[config.mk]
export PLATFORM = sky130hd
export DESIGN_NAME = if_fetch_unit
export DESIGN_NICKNAME = d
export VERILOG_FILES = /design/src/rtl/if_fetch_unit.sv
export SDC_FILE = /design/constraint.sdc
export NUM_CORES = 1
export LEC_CHECK = 0
export BUFFER_PORTS_ARGS = -buffer_cell sky130_fd_sc_hd__buf_2
export CAP_MARGIN = 15
export CORE_ASPECT_RATIO = 1.4
export CORE_MARGIN = 4
export CORE_UTILIZATION = 35
export CTS_BUF_LIST = sky130_fd_sc_hd__clkbuf_4 sky130_fd_sc_hd__clkbuf_8
export DETAILED_ROUTE_END_ITERATION = 6
export GPL_TIMING_DRIVEN = 0
export SYNTH_ARGS = -nofsm -noshare
export SYNTH_HDL_FRONTEND = slang
export SYNTH_SLANG_ARGS = --single-unit
[constraint.sdc]
create_clock -name cpu_clk -period 2.4 [get_ports cpu_clk]
set_clock_uncertainty 0.1 [all_clocks]
set_input_delay 0.12 -clock cpu_clk [delete_from_list [all_inputs] [get_ports cpu_clk]]
set_output_delay 0.12 -clock cpu_clk [all_outputs]
set_load 0.005 [all_outputs]
[src/rtl/if_fetch_unit.sv]
// IF-stage PC sequencer and instruction-fetch controller.
// Keeps one memory request in flight and hands {pc, inst} to decode through a one-entry slot.
module if_fetch_unit #(
   parameter logic [31:0] RESET_PC = 32'h1c00_0000
) (
   input  logic        cpu_clk,
   input  logic        cpu_rst,
   // predictor interface
   output logic [31:0] if_pc,
   input  logic [31:0] pred_target,
   // EX-stage redirect
   input  logic        pred_error,
   input  logic [31:0] ex_pc,
   input  logic        real_taken,
   input  logic [31:0] real_target,
   // decode stall
   input  logic        suspend,
   // instruction memory
   output logic        inst_req,
   output logic [31:0] inst_addr,
   input  logic        inst_ack,
   input  logic        inst_rvalid,
   input  logic [31:0] inst_rdata,
   // decode slot
   output logic        dec_valid,
   output logic [31:0] dec_pc,
   output logic [31:0] dec_inst
);

   typedef enum logic [1:0] {StIdle, StReq, StWait} state_e;

   state_e      state_q, state_d;
   logic [31:0] pc_q, pc_d;
   logic [31:0] req_pc_q, req_pc_d;
   logic [31:0] redir_pc_q, redir_pc_d;
   logic        cancel_q, cancel_d;
   logic        redir_pend_q, redir_pend_d;
   logic        dec_valid_q, dec_valid_d;
   logic [31:0] dec_pc_q, dec_pc_d;
   logic [31:0] dec_inst_q, dec_inst_d;

   logic        redir;
   logic [31:0] corr_pc;
   logic        drain;
   logic        slot_free;
   logic        deliver;

   assign redir     = pred_error;
   assign corr_pc   = real_taken ? real_target : ex_pc + 32'd4;
   assign drain     = dec_valid_q && !suspend;
   assign slot_free = !dec_valid_q || drain;

   // ---------------------------------------------------------------------------------------------
   // FSM: state register
   // ---------------------------------------------------------------------------------------------
   always_ff @(posedge cpu_clk) begin
      if (cpu_rst) begin
         state_q <= StIdle;
      end else begin
         state_q <= state_d;
      end
   end

   // ---------------------------------------------------------------------------------------------
   // FSM: next-state logic
   // ---------------------------------------------------------------------------------------------
   always_comb begin
      state_d = state_q;
      unique case (state_q)
         StIdle: begin
            if (redir || slot_free) begin
               state_d = StReq;
            end
         end
         StReq: begin
            if (inst_ack) begin
               state_d = StWait;
            end
         end
         StWait: begin
            // A dropped response goes straight back to fetch the corrected path.
            if (inst_rvalid) begin
               state_d = (cancel_q || redir) ? StReq : StIdle;
            end
         end
         default: state_d = StIdle;
      endcase
   end

   // ---------------------------------------------------------------------------------------------
   // FSM: outputs
   // ---------------------------------------------------------------------------------------------
   always_comb begin
      inst_req = 1'b0;
      unique case (state_q)
         StReq:   inst_req = 1'b1;
         default: inst_req = 1'b0;
      endcase
   end

   // ---------------------------------------------------------------------------------------------
   // PC sequencing and redirect bookkeeping
   // ---------------------------------------------------------------------------------------------
   always_comb begin
      pc_d         = pc_q;
      req_pc_d     = req_pc_q;
      redir_pc_d   = redir_pc_q;
      cancel_d     = cancel_q;
      redir_pend_d = redir_pend_q;
      deliver      = 1'b0;
      unique case (state_q)
         StIdle: begin
            if (redir) begin
               pc_d = corr_pc;
            end
         end
         StReq: begin
            if (inst_ack) begin
               req_pc_d = pc_q;
               if (redir || redir_pend_q) begin
                  // The accepted request is wrong-path; its response must be dropped.
                  pc_d         = redir ? corr_pc : redir_pc_q;
                  cancel_d     = 1'b1;
                  redir_pend_d = 1'b0;
               end else begin
                  pc_d = pred_target;
               end
            end else if (redir) begin
               // Address must stay stable until ack, so park the latest corrected PC.
               redir_pc_d   = corr_pc;
               redir_pend_d = 1'b1;
            end
         end
         StWait: begin
            if (inst_rvalid) begin
               if (cancel_q || redir) begin
                  cancel_d = 1'b0;
                  if (redir) begin
                     pc_d = corr_pc;
                  end
               end else begin
                  deliver = 1'b1;
               end
            end else if (redir) begin
               pc_d     = corr_pc;
               cancel_d = 1'b1;
            end
         end
         default: ;
      endcase
   end

   always_ff @(posedge cpu_clk) begin
      if (cpu_rst) begin
         pc_q         <= RESET_PC;
         req_pc_q     <= 32'd0;
         redir_pc_q   <= 32'd0;
         cancel_q     <= 1'b0;
         redir_pend_q <= 1'b0;
      end else begin
         pc_q         <= pc_d;
         req_pc_q     <= req_pc_d;
         redir_pc_q   <= redir_pc_d;
         cancel_q     <= cancel_d;
         redir_pend_q <= redir_pend_d;
      end
   end

   // ---------------------------------------------------------------------------------------------
   // Decode output slot; a flush takes priority over a stall
   // ---------------------------------------------------------------------------------------------
   always_comb begin
      dec_valid_d = dec_valid_q;
      dec_pc_d    = dec_pc_q;
      dec_inst_d  = dec_inst_q;
      if (redir) begin
         dec_valid_d = 1'b0;
      end else if (deliver) begin
         dec_valid_d = 1'b1;
         dec_pc_d    = req_pc_q;
         dec_inst_d  = inst_rdata;
      end else if (drain) begin
         dec_valid_d = 1'b0;
      end
   end

   always_ff @(posedge cpu_clk) begin
      if (cpu_rst) begin
         dec_valid_q <= 1'b0;
         dec_pc_q    <= 32'd0;
         dec_inst_q  <= 32'd0;
      end else begin
         dec_valid_q <= dec_valid_d;
         dec_pc_q    <= dec_pc_d;
         dec_inst_q  <= dec_inst_d;
      end
   end

   assign if_pc     = pc_q;
   assign inst_addr = pc_q;
   assign dec_valid = dec_valid_q;
   assign dec_pc    = dec_pc_q;
   assign dec_inst  = dec_inst_q;

endmodule

==> results of run 1 <==
[synthesized netlist by cell type (all sizes together), types with 4 or more instances]
cell type / count / area [um^2]
a211oi: 6 / 45.0
a21oi: 145 / 726
a31oi: 21 / 131
and2: 4 / 25.0
buf: 46 / 315
clkbuf: 64 / 285
dfxtp: 165 / 3300
inv: 10 / 37.5
mux2: 8 / 90.1
mux2i: 28 / 280
nand2: 272 / 1020
nand2b: 15 / 93.8
nand3: 21 / 105
nand4: 6 / 43.8
nor2: 32 / 120
nor2b: 7 / 43.8
nor3: 16 / 80.1
nor4: 21 / 138
o211ai: 15 / 113
o21ai: 33 / 165
o311ai: 8 / 70.1
o31a: 12 / 108
o31ai: 8 / 60.1
or3: 7 / 43.8
xnor2: 6 / 52.6
[final timing paths]
kind	end	startpoint	slack, ns	depth (start not counted)
worst max-delay path	if_pc[5]$_SDFFE_PP0P_	state_q[1]$_SDFFE_PP0P_	0.08	6
worst min-delay path	redir_pc_q[7]$_SDFFE_PP0P_	ex_pc[7]	0.01	5
worst max register to register	if_pc[5]$_SDFFE_PP0P_	state_q[1]$_SDFFE_PP0P_	0.08	6
worst min register to register	dec_pc[20]$_SDFFE_PP0P_	req_pc_q[20]$_SDFFE_PP0P_	0.35	2
[metrics by stage]
step	TNS [ns]	area (um^2)	setup slack, ns
3_3_place_gp	-53.04	9500	-0.786
5_1_grt	0	10600	0.0291
6_report	0	10600	0.0784
2_1_floorplan	0	7810	0.361
4_1_cts	0	10600	0.0371
3_5_place_dp	-6.24	9510	-0.302
[report_power, final]
part / leakage [uW] / total, uW / internal, uW / switching [uW]
logic: 0.00278 / 1140 / 507 / 628
clock network: 0.000184 / 1890 / 759 / 1130
registers: 0.00134 / 2960 / 2840 / 120
total: 0.00431 / 5980 / 4110 / 1880
[what timing repair did]
item | 4_1_cts | 5_1_grt
endpoints found under the setup margin | 43 | 21
hold buffers | 70 | 0
cloned | 0 | 0
resized for setup | 9 | 11
hold endpoints to repair | 73 | 0
buffers inserted | 0 | 3
pin swaps | 0 | 1
[layer usage]
| layer | vias to the layer above | wire length, um | track usage |
|---|---|---|---|
| met5 | - | 0 | 0 |
| met4 | 0 | 1610 | 0.121 |
| met3 | 53 | 1910 | 0.0448 |
| met2 | 328 | 15200 | 0.416 |
| met1 | 3934 | 11800 | 0.275 |
| li1 | 4190 | - | - |
[critical path, delay by kind of cell (launching register included)]
kind                   cells  cell delay [ns]
AND/OR/NAND/NOR            2             0.51
flip-flops                 1             0.33
AO/OA/AOI/OAI              2             0.77
buffers and inverters      2             0.47
[registers in the layout, summed over array words and instances, names as in the netlist, 2 cells and up]
register	flops
state_q	2
redir_pc_q	32
if_pc	32
dec_inst	32
dec_pc	32
req_pc_q	32
[final cells by class]
type                    instances  area [um^2]
plain buffers                 107          601
clock inverters                13          113
clock buffers                  18          241
repair buffers                336         2040
fillers                      2316        11300
flip-flops and latches        165         3300
well taps                     297          372
multi-input cells             727         3900
inverters                      11         41.3
[kinds of logic (layout without fill, tap and decap cells)]
kind of cell | after synthesis | in the layout | synth area share
buf+inv | 121 | 485 | 0.0822
flops | 165 | 165 | 0.423
simple gates | 415 | 415 | 0.235
fa+ha+maj | 1 | 1 | 0.00160
mux | 36 | 36 | 0.0474
compound gates | 266 | 266 | 0.201
xor+xnor | 9 | 9 | 0.0101
==> metrics.md, run 1 <==
| Metric | Value |
|---|---|
| Final Hold Fails | 0 |
| Final wirelength | around 31,000 um |
| Commonest non-fill, non-tap cell in the layout | nand2_1 |
| Wire length of the first global-routing pass | ~45,000 um |
| Most frequent cells in the layout | nand2_1 (270), buf_2 (269), dfxtp_1 (165) |
| Placed Cells | between 1,500 and 2,000 |
| Final setup viols | 0 |
| Instance count of the mapped netlist | a little over 1,000 |
| WL/cell | 18.2 um |
| Flops & latches, synth | ~170 |
| Average cell area after synthesis | between 7 and 8 um^2 |
| Antenna Cells | 0 |
| HPWL after DPL | ~24,000 um |
| H-tree depth | 4 |
| Clock transition at the registers of the reported paths | ~0.1 ns |
| Crit path time final | ~2.3 ns |
| Mapped Nets | approximately 1,100 |
| Leak pwr | about 0.0043 uW |
| Critical Path Fanout Max | 10 |
| Fin cells | between 1,500 and 2,000 |
| Final Core Density | 0.484 |
| Worst-path cell chain | nand2b_1 > nor2_1 > clkbuf_2 > clkbuf_2 > o21ai_0 > a21oi_1 |
| Final worst path period share | 0.967 |
| Ys Warns | 0 |
| Largest net degree at the start of global routing | 20 |
| Share of cells above drive strength 1 | 0.273 |
| Slew @ Worst Pin | 0.818 ns |
| Cell variety after synth | 59 |
| CP most frequent cell | clkbuf_2 |
| DR pass1 iterations | 5 |
| Number of top-level pins | around 270 |
| Remaining DRCs | 0 |
| Initial DRC Count | a little over 600 |
| Layout area overhead | 35.9% |
| Clk_lat worst skew | roughly 0.47 ns |
| Min-delay worst type | in -> reg |
| RSZ-0062 raised after global routing | false |
| CTS tree | done |
| Initial Util | 0.356 |
| Worst VDD drop | 324 uV |
| Buffers added on ports | approximately 260 |
| Via Count | between 8,000 and 9,000 |
| Maxcap violations | 0 |
| DR vias/cell | roughly 5 |
| Antenna-violating nets left | 0 |
| Die ar. | between 0.02 and 0.025 mm^2 |
| Setup crit start kind | flip-flop |
| CP peak stage delay | approximately 0.63 ns |
| Worst EP arrival | 2.55 ns |
| Clock root buffer | clkbuf_8 |
| Power Dens Cells | 563 mW/mm^2 |
| Ys async rst share | 0 |
| Status | completed |
| Core area | between 0.02 and 0.025 mm^2 |
| Clk sink count | between 150 and 200 |
| Total GRT Usage | 0.237 |
| Setup CP Type | reg -> reg |
| RePlAce Congestion | between 1 and 1.5 |
| Vias in the first global route | approximately 8,100 |
| Die height | between 150 and 200 um |
| Max-slew violations | 0 |
| Mapped Area | approximately 0.0078 mm^2 |
| Main synth FF type | dfxtp_1 |
| Worst Setup End Kind | flip-flop |
| Required @ worst endpoint | approximately 2.6 ns |
| Worst Hold Slack | approximately 0.012 ns |
| CTS max path bufs | 2 |
| CTS buffer count | 17 |
| Fmax | 431 MHz |
| EDFF count, synth | 0 |
| Cell row count | between 60 and 70 |
| Post-synthesis sequential area ratio | 0.423 |
| Worst path slowest cell | o21ai_0 |
| Initial antenna violation count | 1 |
| Die width | 134 um |
| Total global routing overflow | 0 |
| Nets@finish | 1,501 |
| Tot Pwr | ~6000 uW |
| Max transition margin | 0.454 |
Note: power is estimated with default switching activity, not from simulation.
==> run 2, diff against run 1 <==
clock period = 2 ns   (was 2.4 ns; I/O delays follow)
==> metrics.md, run 2 (synthesis results as in run 1) <==
| Metric | Value |
|---|---|
| Reg power frac | 0.478 (was 0.495) |
| Largest net degree at the start of global routing | 20 (unchanged) |
| Layout area overhead | 39.3% (was 35.9%) |
| CTS tree | done (unchanged) |
| Slew @ Worst Pin | 0.685 ns (was 0.818 ns) |
| Sw Ratio | 0.310 (was 0.314) |
| Min-delay worst type | in -> reg (unchanged) |
| CTS buffer count | 17 (unchanged) |
| Final Hold Fails | 0 (unchanged) |
| Psw | 2320 uW (was 1880 uW) |
| Worst EP arrival | 2.22 ns (was 2.55 ns) |
| Int Pwr | 5140 uW (was 4110 uW) |
| Met3 Usage GRT | 0.0345 (was 0.0448) |
| Worst VDD drop | 440 uV (was 324 uV) |
| RePlAce Congestion | 0.946 (was 1.02) |
| Critical Path Fanout Max | 10 (unchanged) |
| RSZ-0062 raised after global routing | false (unchanged) |
| Final setup viols | 0 (unchanged) |
| HPWL after DPL | 23,800 um (about the same) |
| Required @ worst endpoint | 2.29 ns (was 2.63 ns) |
| Fmax | 519 MHz (was 431 MHz) |
| Nets@finish | 1,512 (was 1,501) |
| Clock transition at the registers of the reported paths | 0.11 ns (was 0.10 ns) |
| Crit path time final | 1.93 ns (was 2.32 ns) |
| Initial antenna violation count | 0 (was 1) |
| CTS max path bufs | 2 (unchanged) |
| Total GRT Usage | 0.236 (was 0.237) |
| Cell row count | 64 (unchanged) |
| Number of top-level pins | 265 (unchanged) |
| Vias in the first global route | 8,071 (was 8,082) |
| Share of cells above drive strength 1 | 0.287 (was 0.273) |
| Via Count | 8,475 (was 8,505) |
| Max-slew violations | 0 (unchanged) |
| Final worst path period share | 0.964 (was 0.967) |
| Power share of the clock group | 0.338 (was 0.315) |
| Met1 Resource Use GR | 0.262 (was 0.275) |
| H-tree depth | 4 (unchanged) |
| Final Core Density | 0.496 (was 0.484) |
| Die ar. | 0.0248 mm^2 (unchanged) |
| Most frequent cells in the layout | nand2_1 (269), buf_2 (266), dfxtp_1 (165) (was nand2_1 (270), buf_2 (269), dfxtp_1 (165)) |
| Antenna Cells | 0 (unchanged) |
| Max transition margin | 0.543 (was 0.454) |
| Initial Util | 0.356 (unchanged) |
| Worst Hold Slack | 0.00822 ns (was 0.0116 ns) |
| Worst Setup End Kind | flip-flop (unchanged) |
| Clk_lat worst skew | 0.47 ns (about the same) |
| DR pass1 iterations | 5 (unchanged) |
| Die height | 185 um (unchanged) |
| Initial DRC Count | 577 (was 620) |
| Status | completed (unchanged) |
| Setup crit start kind | flip-flop (unchanged) |
| Busiest metal layer after global routing | met2 (unchanged) |
| Maxcap violations | 0 (unchanged) |
| Clk sink count | 165 (unchanged) |
| Met2 Track Usage GR | 0.443 (was 0.416) |
| Final setup TNS | 0 ns (unchanged) |
| Antenna-violating nets left | 0 (unchanged) |
| Total global routing overflow | 0 (unchanged) |
| Leak pwr | 0.00443 uW (was 0.00431 uW) |
| Wire length of the first global-routing pass | 45,500 um (was 45,200 um) |
| Final wirelength | 30,200 um (was 30,500 um) |
| Setup CP Type | reg -> reg (unchanged) |
| Core area | 0.0219 mm^2 (unchanged) |
| Comb pwr share | 0.184 (was 0.190) |
| Commonest non-fill, non-tap cell in the layout | nand2_1 (unchanged) |
| DR vias/cell | 5.03 (was 5.08) |
| Clock root buffer | clkbuf_8 (unchanged) |
| WL/cell | 17.9 um (was 18.2 um) |
| Buffers added on ports | 262 (unchanged) |
| Die width | 134 um (unchanged) |
| Remaining DRCs | 0 (unchanged) |
| Power Dens Cells | 686 mW/mm^2 (was 563 mW/mm^2) |
[run 2: changes by cell type in the layout (fill, tap and decap cells not counted), moves of 3 or more]
cell,previous run,this run
dlygate4sd3_1,70,83
clkbuf_2,9,14
clkbuf_1,49,38
o31ai_1,8,5
buf_2,269,266
o31ai_2,0,3
clkbuf_4,2,7
[run 2: stage by stage]
step                      instance area (um^2)  std cells  total power [uW]  setup slack, ns
after CTS                                10800       1685              7500          0.00430
after global routing                     10900       1686              7770          0.00600
after detailed placement                  9510       1573              4850           -0.684
after global placement                    9500       1572              4840           -0.921
after floorplan                           7820       1013              4220          -0.0146
final                                    10900       1686              7460           0.0725
[run 2: critical path: stages (launching register included)]
cell,delay (ns)
dfxtp_1,0.35
buf_2,0.23
and3b_2,0.33
nor2_4,0.15
clkbuf_1,0.44
a31oi_1,0.15
o21ai_0,0.10
[run 2: final timing paths]
kind                                                    end  slack [ns]  cells after the start                       from
worst min-delay path            redir_pc_q[31]$_SDFFE_PP0P_       0.008                      4                  ex_pc[31]
worst min register to register      dec_pc[11]$_SDFFE_PP0P_        0.35                      2  req_pc_q[11]$_SDFFE_PP0P_
worst max register to register       if_pc[15]$_SDFFE_PP0P_        0.07                      6    state_q[1]$_SDFFE_PP0P_
worst max-delay path                 if_pc[15]$_SDFFE_PP0P_        0.07                      6    state_q[1]$_SDFFE_PP0P_
[run 2: per-layer routing]
metal / routed length (um) / up-vias
met5: 0 / -
met4: 1140 / 0
met3: 1660 / 50
met2: 15900 / 325
met1: 11500 / 3880
li1: - / 4220
[run 2: timing repair]
item | CTS | global route
setup endpoints to repair | 113 | 112
setup buffers | 2 | 1
pin swaps | 2 | 0
hold buffers | 83 | 0
gates resized for setup | 24 | 31
endpoints found under the hold margin | 81 | 0
[run 2: final cells by class]
class,count,area (um^2)
timing repair buffer,349,2170
sequential,165,3300
clock buffer,18,248
clock inverter,14,170
buffer,105,622
inverter,11,45.0
fill,2266,11100
multi-input combinational,727,3950
tap,297,372
[run 2: power by group through the flow]
stage / sequential, uW / combinational, uW / clock [uW]
final: 3570 / 1370 / 2520
after detailed placement: 3640 / 1200 / 0
after floorplan: 3570 / 652 / 0
after CTS: 3570 / 1360 / 2580
after global placement: 3640 / 1200 / 0
after global routing: 3580 / 1490 / 2700
==> run 3, diff against run 2 <==
ABC_CLOCK_PERIOD_IN_PS = 1900   (was default)
clock period = 1.9 ns   (was 2 ns; I/O delays follow)
==> metrics.md, run 3 (synthesis results as in run 1) <==
| Metric | Value |
|---|---|
| Int Pwr | 5550 uW (was 5140 uW) |
| Psw | 2420 uW (was 2320 uW) |
| Most frequent cells in the layout | nand2_1 (270), buf_2 (268), dfxtp_1 (164) (was nand2_1 (269), buf_2 (266), dfxtp_1 (165)) |
| Buf/Inv on CP | 2 (unchanged) |
| Required @ worst endpoint | 2.19 ns (was 2.29 ns) |
| Buffers added on ports | 262 (unchanged) |
| Via Count | 8,590 (was 8,475) |
| Critical Path End | if_pc[9]$_SDFFE_PP0P_ (was if_pc[15]$_SDFFE_PP0P_) |
| Largest net degree at the start of global routing | 18 (was 20) |
| Vias in the first global route | 8,273 (was 8,071) |
| Worst-path cell chain | buf_4 > nand2b_1 > nand2_2 > clkbuf_4 > o211ai_1 > a21oi_1 (was buf_2 > and3b_2 > nor2_4 > clkbuf_1 > a31oi_1 > o21ai_0) |
| Total GRT Usage | 0.241 (was 0.236) |
| CTS max path bufs | 2 (unchanged) |
| Max-slew violations | 0 (unchanged) |
| Top Family by Delay on Critical Path | simple AND/OR/NAND/NOR gates (was buffers and inverters) |
| # fillers | 2,241 (was 2,266) |
| Worst EP arrival | 2.14 ns (was 2.22 ns) |
| Slew @ Worst Pin | 0.700 ns (was 0.685 ns) |
| Die height | 185 um (unchanged) |
| Status | completed (unchanged) |
| Die ar. | 0.0248 mm^2 (unchanged) |
| Antenna-violating nets left | 0 (unchanged) |
| Worst path slowest cell | dfxtp_2 (was clkbuf_1) |
| Total global routing overflow | 0 (unchanged) |
| WL/cell | 18.2 um (was 17.9 um) |
| Wire length of the first global-routing pass | 46,200 um (was 45,500 um) |
| Critical path depth in cells | 6 (unchanged) |
| Placed Cells | 1,573 (unchanged) |
| Antenna Cells | 0 (unchanged) |
| Sw Ratio | 0.304 (was 0.310) |
| Reg power frac | 0.472 (was 0.478) |
| Maxcap violations | 0 (unchanged) |
| Initial antenna violation count | 0 (unchanged) |
| Core area | 0.0219 mm^2 (unchanged) |
| Final Hold Fails | 0 (unchanged) |
| Initial Util | 0.356 (unchanged) |
| CTS buffer count | 17 (unchanged) |
| Nets@finish | 1,517 (was 1,512) |
| Cells on worst reg2reg path | 6 (unchanged) |
| Critical Path Fanout Max | 10 (unchanged) |
| Setup CP Type | reg -> reg (unchanged) |
| H-tree depth | 4 (unchanged) |
| Clock transition at the registers of the reported paths | 0.10 ns (was 0.11 ns) |
| RSZ-0062 raised after global routing | false (unchanged) |
| Crit path time final | 1.85 ns (was 1.93 ns) |
| Final setup viols | 0 (unchanged) |
| Clk_lat worst skew | 0.46 ns (was 0.47 ns) |
| RePlAce Congestion | 0.935 (was 0.946) |
| Share of cells above drive strength 1 | 0.295 (was 0.287) |
| Power share of the clock group | 0.342 (was 0.338) |
| Worst Setup End Kind | flip-flop (unchanged) |
| Worst VDD drop | 496 uV (was 440 uV) |
| Worst r2r dst | if_pc[9]$_SDFFE_PP0P_ (was if_pc[15]$_SDFFE_PP0P_) |
| Number of top-level pins | 265 (unchanged) |
| Clock root buffer | clkbuf_8 (unchanged) |
| Commonest non-fill, non-tap cell in the layout | nand2_1 (unchanged) |
| Power Dens Cells | 723 mW/mm^2 (was 686 mW/mm^2) |
| Cell row count | 64 (unchanged) |
| FF-to-FF setup slack | 0.05 ns (was 0.07 ns) |
| Max transition margin | 0.533 (was 0.543) |
| Layout area overhead | 41.0% (was 39.3%) |
| Worst Setup SP | state_q[0]$_SDFFE_PP0P_ (was state_q[1]$_SDFFE_PP0P_) |
| CP peak stage delay | 0.35 ns (was 0.44 ns) |
| Remaining DRCs | 0 (unchanged) |
| Reg-to-Reg Start | state_q[0]$_SDFFE_PP0P_ (was state_q[1]$_SDFFE_PP0P_) |
| HPWL after DPL | 24,100 um (was 23,800 um) |
| CTS tree | done (unchanged) |
| Comb pwr share | 0.187 (was 0.184) |
| Initial DRC Count | 483 (was 577) |
| Fin cells | 1,691 (was 1,686) |
| Fmax | 541 MHz (was 519 MHz) |
| Final worst path period share | 0.972 (was 0.964) |
| DR vias/cell | 5.08 (was 5.03) |
| Clk sink count | 165 (unchanged) |
| Min-delay worst type | in -> reg (unchanged) |
| Setup crit start kind | flip-flop (unchanged) |
| DR pass1 iterations | 5 (unchanged) |
| Final wirelength | 30,800 um (was 30,200 um) |
| Tot Pwr | 7960 uW (was 7460 uW) |
| Die width | 134 um (unchanged) |
| Leak pwr | 0.00449 uW (was 0.00443 uW) |
[run 3: power groups by stage]
stage | logic (uW) | registers, uW | clock network (uW)
floorplan | 689 | 3760 | 0
global placement | 1270 | 3830 | 0
detailed placement | 1280 | 3830 | 0
CTS | 1460 | 3750 | 2790
global route | 1610 | 3770 | 2930
finish | 1490 | 3760 | 2720
[run 3: what timing repair did]
action	CTS	global route
setup endpoints to repair	154	121
buffers inserted	3	0
pin swaps	4	1
cloned	0	0
hold endpoints to repair	86	0
hold buffers	88	0
resized for setup	40	49
[run 3: metal layers]
layer	vias to the layer above	track usage	routed length, um
li1	4239	-	-
met1	3937	0.262	11400
met2	345	0.451	16100
met5	-	0	0
met4	0	0.110	1350
met3	69	0.0462	1930
[run 3: worst min-delay path by stage]
stage	end	startpoint	cells after the start
floorplan	dec_inst[0]$_SDFFE_PP0P_	inst_rdata[0]	2
global placement	dec_inst[31]$_SDFFE_PP0P_	inst_rdata[31]	3
detailed placement	dec_inst[31]$_SDFFE_PP0P_	inst_rdata[31]	3
CTS	redir_pc_q[7]$_SDFFE_PP0P_	ex_pc[7]	5
global route	if_pc[31]$_SDFFE_PP0P_	ex_pc[31]	4
finish	redir_pc_q[7]$_SDFFE_PP0P_	ex_pc[7]	5
[run 3: worst min-delay path: stages]
cell and delay, ns:
buf_2 0.12, or3_1 0.10, a31oi_1 0.13, nand2_1 0.06
a21oi_1 0.05
[run 3: cell type report]
cell class / instances / area, um^2 / share of cell area
Multi-Input combinational cell: 727 / 3990 / 0.362
Tap cell: 297 / 372 / 0.0337
Inverter: 11 / 41.3 / 0.00375
Clock inverter: 14 / 171 / 0.0156
Timing Repair Buffer: 354 / 2230 / 0.202
Buffer: 105 / 661 / 0.0600
Clock buffer: 18 / 248 / 0.0225
Sequential cell: 165 / 3300 / 0.300
[run 3: metrics by stage]
step	util	TNS (ns)	hold WS [ns]	cell area [um^2]	worst slack, ns
2_1_floorplan	-	-0.00868	0.131	7850	-0.00217
3_3_place_gp	0.434	-59.71	0.239	9530	-0.713
3_5_place_dp	0.435	-39.56	0.244	9540	-0.712
4_1_cts	0.498	0	0.00893	10900	0.0000686
5_1_grt	0.502	0	0.0175	11000	0.00531
6_report	0.502	0	0.0302	11000	0.0527
